**src/rtl/board_pkg.sv**
```systemverilog
// Shared constants and types for the checkers board renderer.
package board_pkg;

   // Pixel colours, {R,G,B}
   localparam logic [23:0] C_CURSOR = 24'hFFD700;
   localparam logic [23:0] C_GRID   = 24'h404040;
   localparam logic [23:0] C_LIGHT  = 24'hFFFFFF;
   localparam logic [23:0] C_DARK   = 24'h000000;
   localparam logic [23:0] C_P1     = 24'h98F5F9;
   localparam logic [23:0] C_P2     = 24'hFE5C5E;
   localparam logic [23:0] C_K1     = 24'h3F97FC;
   localparam logic [23:0] C_K2     = 24'hD80305;
   localparam logic [23:0] C_OTHER  = 24'h123123;

   // Square status codes
   localparam logic [2:0] ST_EMPTY = 3'b000;
   localparam logic [2:0] ST_P1    = 3'b001;
   localparam logic [2:0] ST_P2    = 3'b010;
   localparam logic [2:0] ST_K1    = 3'b101;
   localparam logic [2:0] ST_K2    = 3'b110;
   localparam logic [2:0] ST_BLACK = 3'b111;

   typedef enum logic [1:0] {
      S_IDLE,
      S_DRAW,
      S_DONE
   } state_t;

endpackage

```
**src/rtl/board_palette.sv**
```systemverilog
// Maps a square status code to its piece-marker colour.
module board_palette
   import board_pkg::*;
#(
   parameter int ST_W = 3
) (
   input  logic [ST_W-1:0] status,
   output logic [23:0]     colour
);

   // Piece colours; codes without a dedicated colour fall back to C_OTHER
   always_comb begin
      colour = C_OTHER;
      if (status == ST_W'(ST_P1)) colour = C_P1;
      if (status == ST_W'(ST_P2)) colour = C_P2;
      if (status == ST_W'(ST_K1)) colour = C_K1;
      if (status == ST_W'(ST_K2)) colour = C_K2;
   end

endmodule

```
**src/rtl/board_renderer.sv**
```systemverilog
// Full-frame checkers board renderer: streams every pixel of the board
// into the frame-buffer write port with ready/valid back-pressure.
// Pixel address and colour are computed from the next counter values so
// that both leave the module straight from registers.
module board_renderer
   import board_pkg::*;
#(
   parameter int ROWS    = 8,
   parameter int COLS    = 8,
   parameter int CELL    = 15,
   parameter int ST_W    = 3,
   parameter int FB_W    = 160,
   parameter int ADDR_W  = 15,
   parameter int MARK_LO = 5,
   parameter int MARK_HI = 9
) (
   input  logic                      clk,
   input  logic                      rst,
   input  logic                      start,
   input  logic [ROWS*COLS*ST_W-1:0] Board,
   input  logic                      cursor_en,
   input  logic [$clog2(ROWS)-1:0]   cursor_row,
   input  logic [$clog2(COLS)-1:0]   cursor_col,
   output logic [ADDR_W-1:0]         the_vga_draw_frame_write_mem_address,
   output logic [23:0]               the_vga_draw_frame_write_mem_data,
   output logic                      the_vga_draw_frame_write_a_pixel,
   input  logic                      wr_ready,
   output logic                      busy,
   output logic                      done
);

   localparam int RW = $clog2(ROWS);
   localparam int CW = $clog2(COLS);
   localparam int PW = $clog2(CELL);
   localparam int BW = ROWS * COLS * ST_W;

   localparam logic [ADDR_W-1:0] STEP_LINE = ADDR_W'(FB_W);
   localparam logic [ADDR_W-1:0] STEP_SQ   = ADDR_W'(CELL);
   localparam logic [ADDR_W-1:0] STEP_ROW  = ADDR_W'(CELL * FB_W);
   localparam logic [RW-1:0]     ROW_LAST  = RW'(ROWS - 1);
   localparam logic [CW-1:0]     COL_LAST  = CW'(COLS - 1);
   localparam logic [PW-1:0]     P_LAST    = PW'(CELL - 1);
   localparam logic [PW-1:0]     P_MLO     = PW'(MARK_LO);
   localparam logic [PW-1:0]     P_MHI     = PW'(MARK_HI);

   state_t            state;
   logic [RW-1:0]     row, n_row;
   logic [CW-1:0]     col, n_col;
   logic [PW-1:0]     py, n_py, px, n_px;
   // row_base: address of the top line of the current square row
   // line_base: address of the current pixel line; sq_base: x offset of the square
   logic [ADDR_W-1:0] row_base, n_row_base, line_base, n_line_base, sq_base, n_sq_base;
   logic [BW-1:0]     snap_board, n_board;
   logic              snap_cen, n_cen;
   logic [RW-1:0]     snap_crow, n_crow;
   logic [CW-1:0]     snap_ccol, n_ccol;

   logic              handshake, last_pixel, load;
   logic [ADDR_W-1:0] n_addr;
   logic [ST_W-1:0]   cells [ROWS][COLS];
   logic [ST_W-1:0]   status;
   logic [23:0]       pal_colour, colour;
   logic              on_rim, in_mark;

   assign handshake  = the_vga_draw_frame_write_a_pixel & wr_ready;
   assign last_pixel = (row == ROW_LAST) && (col == COL_LAST) && (py == P_LAST) && (px == P_LAST);

   // Next counters, bases and snapshot: cleared/latched on start, advanced on handshake
   always_comb begin
      n_row       = row;
      n_col       = col;
      n_py        = py;
      n_px        = px;
      n_row_base  = row_base;
      n_line_base = line_base;
      n_sq_base   = sq_base;
      n_board     = snap_board;
      n_cen       = snap_cen;
      n_crow      = snap_crow;
      n_ccol      = snap_ccol;
      load        = 1'b0;
      if (state == S_IDLE && start) begin
         n_row       = '0;
         n_col       = '0;
         n_py        = '0;
         n_px        = '0;
         n_row_base  = '0;
         n_line_base = '0;
         n_sq_base   = '0;
         n_board     = Board;
         n_cen       = cursor_en;
         n_crow      = cursor_row;
         n_ccol      = cursor_col;
         load        = 1'b1;
      end else if (state == S_DRAW && handshake && !last_pixel) begin
         load = 1'b1;
         if (px != P_LAST) begin
            n_px = px + 1'b1;
         end else begin
            n_px = '0;
            if (py != P_LAST) begin
               n_py        = py + 1'b1;
               n_line_base = line_base + STEP_LINE;
            end else begin
               n_py = '0;
               if (col != COL_LAST) begin
                  n_col       = col + 1'b1;
                  n_sq_base   = sq_base + STEP_SQ;
                  n_line_base = row_base;
               end else begin
                  n_col       = '0;
                  n_sq_base   = '0;
                  n_row       = row + 1'b1;
                  n_row_base  = row_base + STEP_ROW;
                  n_line_base = row_base + STEP_ROW;
               end
            end
         end
      end
   end

   for (genvar r = 0; r < ROWS; r++) begin : g_row
      for (genvar c = 0; c < COLS; c++) begin : g_col
         assign cells[r][c] = n_board[(r*COLS + c)*ST_W +: ST_W];
      end
   end

   assign status = cells[n_row][n_col];
   assign n_addr = n_line_base + n_sq_base + ADDR_W'(n_px);

   board_palette #(.ST_W(ST_W)) u_palette (
      .status (status),
      .colour (pal_colour)
   );

   // Colour of the next pixel; later assignments take priority
   always_comb begin
      on_rim  = (n_px == '0) || (n_py == '0) || (n_px == P_LAST) || (n_py == P_LAST);
      in_mark = (n_px >= P_MLO) && (n_px <= P_MHI) && (n_py >= P_MLO) && (n_py <= P_MHI);
      colour  = (n_row[0] ^ n_col[0]) ? C_DARK : C_LIGHT;
      if (in_mark && status != ST_W'(ST_EMPTY) && status != ST_W'(ST_BLACK))
         colour = pal_colour;
      if (n_px == '0 || n_py == '0)
         colour = C_GRID;
      if (n_cen && n_crow == n_row && n_ccol == n_col && on_rim)
         colour = C_CURSOR;
   end

   // Control FSM, counters, snapshot and registered write-port outputs
   always_ff @(posedge clk) begin
      if (!rst) begin
         state      <= S_IDLE;
         row        <= '0;
         col        <= '0;
         py         <= '0;
         px         <= '0;
         row_base   <= '0;
         line_base  <= '0;
         sq_base    <= '0;
         snap_board <= '0;
         snap_cen   <= 1'b0;
         snap_crow  <= '0;
         snap_ccol  <= '0;
         the_vga_draw_frame_write_mem_address <= '0;
         the_vga_draw_frame_write_mem_data    <= '0;
         the_vga_draw_frame_write_a_pixel     <= 1'b0;
         busy       <= 1'b0;
         done       <= 1'b0;
      end else begin
         row        <= n_row;
         col        <= n_col;
         py         <= n_py;
         px         <= n_px;
         row_base   <= n_row_base;
         line_base  <= n_line_base;
         sq_base    <= n_sq_base;
         snap_board <= n_board;
         snap_cen   <= n_cen;
         snap_crow  <= n_crow;
         snap_ccol  <= n_ccol;
         if (load) begin
            the_vga_draw_frame_write_mem_address <= n_addr;
            the_vga_draw_frame_write_mem_data    <= colour;
         end
         case (state)
            S_IDLE: begin
               done <= 1'b0;
               if (start) begin
                  state <= S_DRAW;
                  the_vga_draw_frame_write_a_pixel <= 1'b1;
                  busy  <= 1'b1;
               end
            end
            S_DRAW: begin
               if (handshake && last_pixel) begin
                  state <= S_DONE;
                  the_vga_draw_frame_write_a_pixel <= 1'b0;
                  busy  <= 1'b0;
                  done  <= 1'b1;
               end
            end
            S_DONE: begin
               state <= S_IDLE;
               done  <= 1'b0;
            end
            default: state <= S_IDLE;
         endcase
      end
   end

endmodule

```
**config.mk**
```make
export PLATFORM = sky130hd
export DESIGN_NAME = board_renderer
export DESIGN_NICKNAME = d
export VERILOG_FILES = /design/src/rtl/board_pkg.sv /design/src/rtl/board_palette.sv /design/src/rtl/board_renderer.sv
export SDC_FILE = /design/constraint.sdc
export NUM_CORES = 1
export LEC_CHECK = 0
export ABC_AREA = 1
export CAP_MARGIN = 5
export CORE_AREA = 2 2 158 198
export CTS_BUF_LIST = sky130_fd_sc_hd__clkbuf_2
export CTS_CLUSTER_DIAMETER = 100
export DETAILED_ROUTE_END_ITERATION = 8
export DIE_AREA = 0 0 160 200
export DONT_BUFFER_PORTS = 1
export PLACE_DENSITY = 0.78
export SYNTH_ARGS = -nofsm -noshare
export SYNTH_HDL_FRONTEND = slang
export SYNTH_SLANG_ARGS = --single-unit
```
**constraint.sdc**
```tcl
create_clock -name clk -period 5.6 [get_ports clk]
set_input_delay 1.12 -clock clk [delete_from_list [all_inputs] [get_ports clk]]
set_output_delay 1.12 -clock clk [all_outputs]
set_load 0.05 [all_outputs]
```
# ---- Word level (Yosys, flattened, before mapping)
# Index checks and enable logic that the tools add are counted.
dict set report op_classes {
  add_sub_neg 9
  magnitude_cmp 6
  n_eq_ne 20
  muxes 55
  n_bitwise 7
  n_reduce_logical 31
}
# cell n
set ops {}
lappend ops {{$mux W24} 10}
lappend ops {{$mux W192} 1}
lappend ops {{$mux W15} 10}
lappend ops {{$bmux W24 S3} 1}
lappend ops {{$mux W3} 14}
lappend ops {{$mux W4} 7}
lappend ops {{$eq A4 B4 Y1 const B} 4}
lappend ops {{$add A15 B12 Y15 const B} 1}
lappend ops {{$add A15 B15 Y15} 1}
lappend ops {{$add A15 B4 Y15} 1}
lappend ops {{$add A15 B4 Y15 const B} 1}
lappend ops {{$add A15 B8 Y15 const B} 1}
lappend ops {{$logic_and A1 B1 Y1} 15}
lappend ops {{$eq A3 B3 Y1 const B} 4}
lappend ops {{$bmux W3 S3} 1}
lappend ops {{$add A4 B1 Y4 const B} 2}
lappend ops {{$ge A4 B3 Y1 const B} 2}
lappend ops {{$ge A4 B4 Y1 const B} 2}
lappend ops {{$le A4 B4 Y1 const B} 2}
lappend ops {{$logic_not A4 Y1} 2}
lappend ops {{$ne A4 B4 Y1 const B} 2}
lappend ops {{$not A3 Y4} 2}
lappend ops {{$add A3 B1 Y3 const B} 2}
lappend ops {{$eq A3 B3 Y1} 2}
lappend ops {{other kinds (22)} 38}
dict set report totals {
  ff_bits 301
  output_inout_bits 42
  elab_cells 144
}

# ---- Logic depth before layout (Yosys ltp)
dict set report depth {
  word_depth 23
  ltp_mapped 33
  ltp_nobuf 33
}

# ---- Hierarchy
# Synthesis repeated with hierarchy kept, for this count alone.
dict set report unflattened {
  cells_unflattened 2193
  hier_area_um2 15895.2
}
# mod n_inst cells_each area_per_inst_um2 seq_area_each_um2
set by_module_without_submodules {}
lappend by_module_without_submodules {board_renderer 1 2160 15721.3 5925.7}
lappend by_module_without_submodules {board_palette 1 33 173.9 0.0}

# ---- Least setup slack after synthesis
# No wires, ideal clock.
dict set report synth_path {
  path_type {input to register}
  start {input port start}
  end {register the_vga_draw_frame_write_mem_address[14]}
  setup_ns 0.109
  arrival_time_ns 4.907
  t_required_ns 5.491
  setup_slack_ns 0.584
  cell_stages 28
  n_path_buf 6
  path_cell_list {nand2_1 buf_2 buf_2 buf_4 buf_2 buf_2 buf_1 nand3_1 inv_1 fa_1 ha_1 nand3_1 nand2_1 a21oi_1 o21bai_1 nand2_1 nand2_1 a21oi_1 o31ai_1 nand3_1 nand2_1 inv_1 o21ai_0 inv_1 nand2_1 nand3_1 nand2_1 inv_1}
}
dict set report synth_via {
  elab_chain_cells 4
  elab_cells_between_ends 7
  cone_classes {add/sub (2); mux (4); reduce/logical (1)}
}
# item line_no
set synth_lines {}
lappend synth_lines {{start, declared} board_renderer.sv:19} ;# input logic start,
lappend synth_lines {{$logic_and A1 B1 Y1} board_renderer.sv:82} ;# if (state == S_IDLE && start) begin
lappend synth_lines {{$mux W15} board_renderer.sv:82}
lappend synth_lines {{net n_line_base[3]} board_renderer.sv:52} ;# logic [ADDR_W-1:0] row_base, n_row_base, line_base, n_line_base, sq_base, n_sq_base;
lappend synth_lines {{$add A15 B15 Y15} board_renderer.sv:129} ;# assign n_addr = n_line_base + n_sq_base + ADDR_W'(n_px);
lappend synth_lines {{$add A15 B4 Y15} board_renderer.sv:129}
lappend synth_lines {{end signal, assigned} board_renderer.sv:182} ;# the_vga_draw_frame_write_mem_address <= n_addr;
lappend synth_lines {{end, declared} board_renderer.sv:24} ;# output logic [ADDR_W-1:0] the_vga_draw_frame_write_mem_address,
# The timed path passes the listed nets, and every way through them passes these cells.
# A chain may end at the register's enable or synchronous reset.

# ---- Worst setup path in the final report
dict set report layout_path {
  start {register col[0]}
  end {register the_vga_draw_frame_write_mem_address[14]}
}
dict set report layout_via {
  elab_cells_between_ends 23
  cone_classes {add/sub (2); eq/ne (2); mux (14); reduce/logical (5)}
}
# item line_no
set layout_rtl {}
lappend layout_rtl {{start, declared} board_renderer.sv:48} ;# logic [CW-1:0] col, n_col;
lappend layout_rtl {{start signal, assigned} board_renderer.sv:171} ;# col <= n_col;
lappend layout_rtl {{$eq A3 B3 Y1} board_renderer.sv:66} ;# assign last_pixel = (row == ROW_LAST) && (col == COL_LAST) && (py == P_LAST) && (px == P_LAST);
lappend layout_rtl {{$logic_and A1 B1 Y1 (3 in series)} board_renderer.sv:66}
lappend layout_rtl {{$logic_not A1 Y1} board_renderer.sv:95} ;# end else if (state == S_DRAW && handshake && !last_pixel) begin
lappend layout_rtl {{$logic_and A1 B1 Y1} board_renderer.sv:95}
lappend layout_rtl {{$mux W4} board_renderer.sv:95}
lappend layout_rtl {{$mux W4} board_renderer.sv:82}
lappend layout_rtl {{net n_px[2]} board_renderer.sv:49} ;# logic [PW-1:0] py, n_py, px, n_px;
lappend layout_rtl {{$add A15 B4 Y15} board_renderer.sv:129}
# The timed path passes the listed nets, and every way through them passes these cells.

==> impl_metrics.py <==
metrics = {
    "synthesis": {
        "number_of_flip_flops_and_latches_in_the_synthesized_netlist": 294,
        "synth_top_area_frac": 0.3735,
        "syn_area_per_cell_sq_um": 7.101,
        "synth-seq-area-share": 0.3735,
        "post_synth_top_area_cell": "sky130_fd_sc_hd__dfxtp_1",
        "yosysUniqueCellTypes": 50,
        "main_area_contributors_after_synthesis": "sky130_fd_sc_hd__dfxtp_1 37%, sky130_fd_sc_hd__nand2_1 8.9%, sky130_fd_sc_hd__nand3_1 6.9%, sky130_fd_sc_hd__or2_2 6.3%, sky130_fd_sc_hd__nor2_1 6.0%",
        "yosysWarnings": 0,
        "syn-cell-area_sq_um": 15760,
        "syn-instance-count": 2219,
        "postSynthNetCount": 2460,
    },
    "worst_setup_path": {
        "critical_path.endpoint_type": "register",
        "cp_common_cell": "sky130_fd_sc_hd__nand2_1",
        "r2r_setup_slack_ns": 0.69,
        "critical_path.slowest_cell": "sky130_fd_sc_hd__fa_1",
        "critPathMaxFanout": 17,
        "cp.arrival_ns": 5.67,
        "timing.critical_path.from_type": "register",
        "cp.required_ns": 6.36,
        "r2r-end": "the_vga_draw_frame_write_mem_address[14]",
        "worst_path_largest_cell_delay_ns": 0.49,
        "timing.reg2reg.worst_path_depth": 31,
        "timing.setup.critical_path_class": "register to register",
        "r2r_start": "col[0]",
    },
    "timing": {
        "post-route-min-period_ns": 4.908,
        "max_slew_headroom": 0.2904,
        "holdWs_ns": 0.3235,
        "setup-violations-final": 0,
        "slew_violations": 0,
        "layout_worst_path_cycle_share": 0.8765,
        "final_hold_viol_count": 0,
        "setup_slack_ns": 0.6918,
        "grt_setup_unrepaired": "false",
        "worstMarginPinSlew_ns": 1.064,
        "max_freq_mhz": 203.7,
        "worst_clock_skew_ns": 0.08796,
        "fin_setup_tns_ns": 0,
    },
    "detailed_routing": {
        "drtAntennaViolNets": 0,
        "detail_route.drc_violations": 0,
        "routed_vias": 14391,
        "post_drt_via_cell_ratio": 5.441,
        "first_pass_iters": 8,
        "detail_route.iter0.violations": 1153,
        "wire_per_inst_um": 16.87,
        "drt_wl_total_um": 44620,
    },
    "place": {
        "dpl.hpwl_um": 30250,
        "portbufs": 0,
        "finalWeightedCongestion": 0.8681,
        "detailedPlace.worstSlack_ns": 0.4334,
    },
    "pwr": {
        "vdd_ir_drop_max_mv": 0.1635,
        "power_per_cell_area_nw_per_um2": 273.9,
        "leakage_uw": 0.007950,
    },
    "outcome": {
        "status": "complete, no violations",
    },
    "global_route": {
        "antenna_found_initial": 13,
        "number_of_global_route_vias_before_repair": 13962,
        "top_usage_layer": "met2",
        "grt_pass1_wl_um": 70390,
        "pin_count_of_the_biggest_net_entering_global_routing": 120,
        "met1_use_gr": 0.3141,
        "grt.met3_usage": 0.07975,
        "grt.total_usage": 0.2728,
        "overflow": 0,
        "grt_use_met2": 0.4680,
    },
    "clock_tree": {
        "tritoncts": "yes",
        "cts-root-buf": "sky130_fd_sc_hd__clkbuf_2",
        "clock_path_buffers": 3,
        "cts.clk_slew.worst_paths_ns": 0.13,
        "tritoncts_num_sinks": 294,
        "clock_tree.htree_level_count": 3,
        "clock_insertion_delay_worst_skew_ns": 0.91,
        "cts_buffers": 77,
        "hold_buffers": 0,
    },
    "flow_run": {
        "max_cap_viols": 0,
    },
    "floorplanning": {
        "height_of_the_die_um": 200,
        "chipWidth_um": 160,
        "design.portCount": 245,
        "die-area_sq_um": 32000,
        "initial_utilization": 0.5248,
        "design.core.area_sq_um": 30030,
        "floorplan.rows": 71,
    },
    "finish": {
        "multi_input_area_sq_um": 8293,
        "most_common_cell_after_layout_fill_and_taps_aside": "sky130_fd_sc_hd__nand2_1",
        "final_cell_mix": "373 x sky130_fd_sc_hd__nand2_1, 294 x sky130_fd_sc_hd__dfxtp_1, 251 x sky130_fd_sc_hd__nor2_1",
        "fillers": 2972,
        "area_growth_pct": 4.923,
        "drive_above_1_share": 0.1693,
        "finish.net_count": 2428,
        "seq_area_sq_um": 5886,
    },
    "min_path": {
        "destination_of_the_worst_hold_path": "the_vga_draw_frame_write_mem_address[8]",
        "holdCritStartpoint": "rst",
        "holdCritPathClass": "input pin to register",
        "min_delay_path_depth": 2,
    },
}
worst max-delay path by stage:
stage / start / endpoint / slack, ns / cells after the start
floorplan: start / the_vga_draw_frame_write_mem_address[14] / 0.58 / 28
global placement: wr_ready / the_vga_draw_frame_write_mem_address[14] / 0.59 / 27
detailed placement: wr_ready / the_vga_draw_frame_write_mem_address[13] / 0.43 / 26
CTS: col[0] / the_vga_draw_frame_write_mem_address[14] / 0.60 / 31
global route: col[0] / the_vga_draw_frame_write_mem_address[14] / 0.1 / 31
finish: col[0] / the_vga_draw_frame_write_mem_address[14] / 0.69 / 31
critical path, delay by kind of cell, from the launching register on:
family | cells | cell delay (ns)
adders and majority gates | 4 | 1.37
and+or+nand+nor | 16 | 1.63
DFF | 1 | 0.37
buffers and inverters | 6 | 0.48
AOI/OAI and AO/OA | 5 | 0.93
cell usage after synthesis, drive strengths merged:
master,n
nand3,235
or2,159
mux2i,23
ha,33
o41ai,1
o221ai,4
buf,60
a221oi,2
o21a,66
o21ai,142
nor3,20
a31o,1
a31oi,6
xor2,20
inv,252
and2,4
nor2,262
or4,1
nand4,29
nand2,385
o31ai,2
fa,5
nor3b,1
dfxtp,294
clkbuf,76
a211oi,6
nor4,5
o21bai,10
xnor2,11
a32oi,1
o211ai,15
a21oi,88
where the power goes:
group / internal [uW] / switching [uW] / total (uW)
combinational: 272 / 430 / 701
clock: 631 / 898 / 1530
sequential: 2220 / 81.8 / 2300
cells by family after synthesis:
logic type               synth area share
buffers and inverters              0.1013
AND/OR/NAND/NOR                    0.3296
multiplexers                      0.01461
AO/OA/AOI/OAI                      0.1312
flip-flops                         0.3735
XOR/XNOR                          0.01723
adder cells (fa/ha/maj)           0.03256
per-stage QoR:
stage | area (sq um) | std cells | util | power (uW)
3_3_place_gp | 15830 | 2509 | 0.5271 | 3015
2_1_floorplan | 15760 | 2219 | - | 2902
6_report | 16530 | 2645 | 0.5506 | 4529
5_1_grt | 16530 | 2645 | 0.5506 | 4763
3_5_place_dp | 15830 | 2509 | 0.5271 | 3038
4_1_cts | 16520 | 2640 | 0.5501 | 4558
state kept, by name, summed over array words and instances, names as in the netlist, 2 cells and up:
register,flops
row_base,10
sq_base,15
snap_crow,3
row,3
line_base,15
px,4
state,2
py,4
snap_board,192
the_vga_draw_frame_write_mem_data,22
col,3
the_vga_draw_frame_write_mem_address,15
snap_ccol,3
routing by layer:
metal,vias up,share of wire
li1,7108,-
met1,6607,0.40
met2,534,0.48
met3,128,0.082
met4,14,0.037
met5,-,0.0022
what timing repair did:
item / 4_1_cts / 5_1_grt
setup endpoints to repair: 0 / 1
resized for setup: 0 / 1
buffers inserted: 0 / 0
hold endpoints to repair: 0 / 0
area by class of cell:
type                       count  area share
clock buffer                 115     0.03481
multi-input combinational   1537      0.5016
inverter                     252     0.05812
timing repair buffer          25     0.01135
antenna                        5   0.0007568
clock inverter                16    0.007038
tap                          401     0.03035
sequential                   294      0.3560
(Power assumes the default switching activity.)
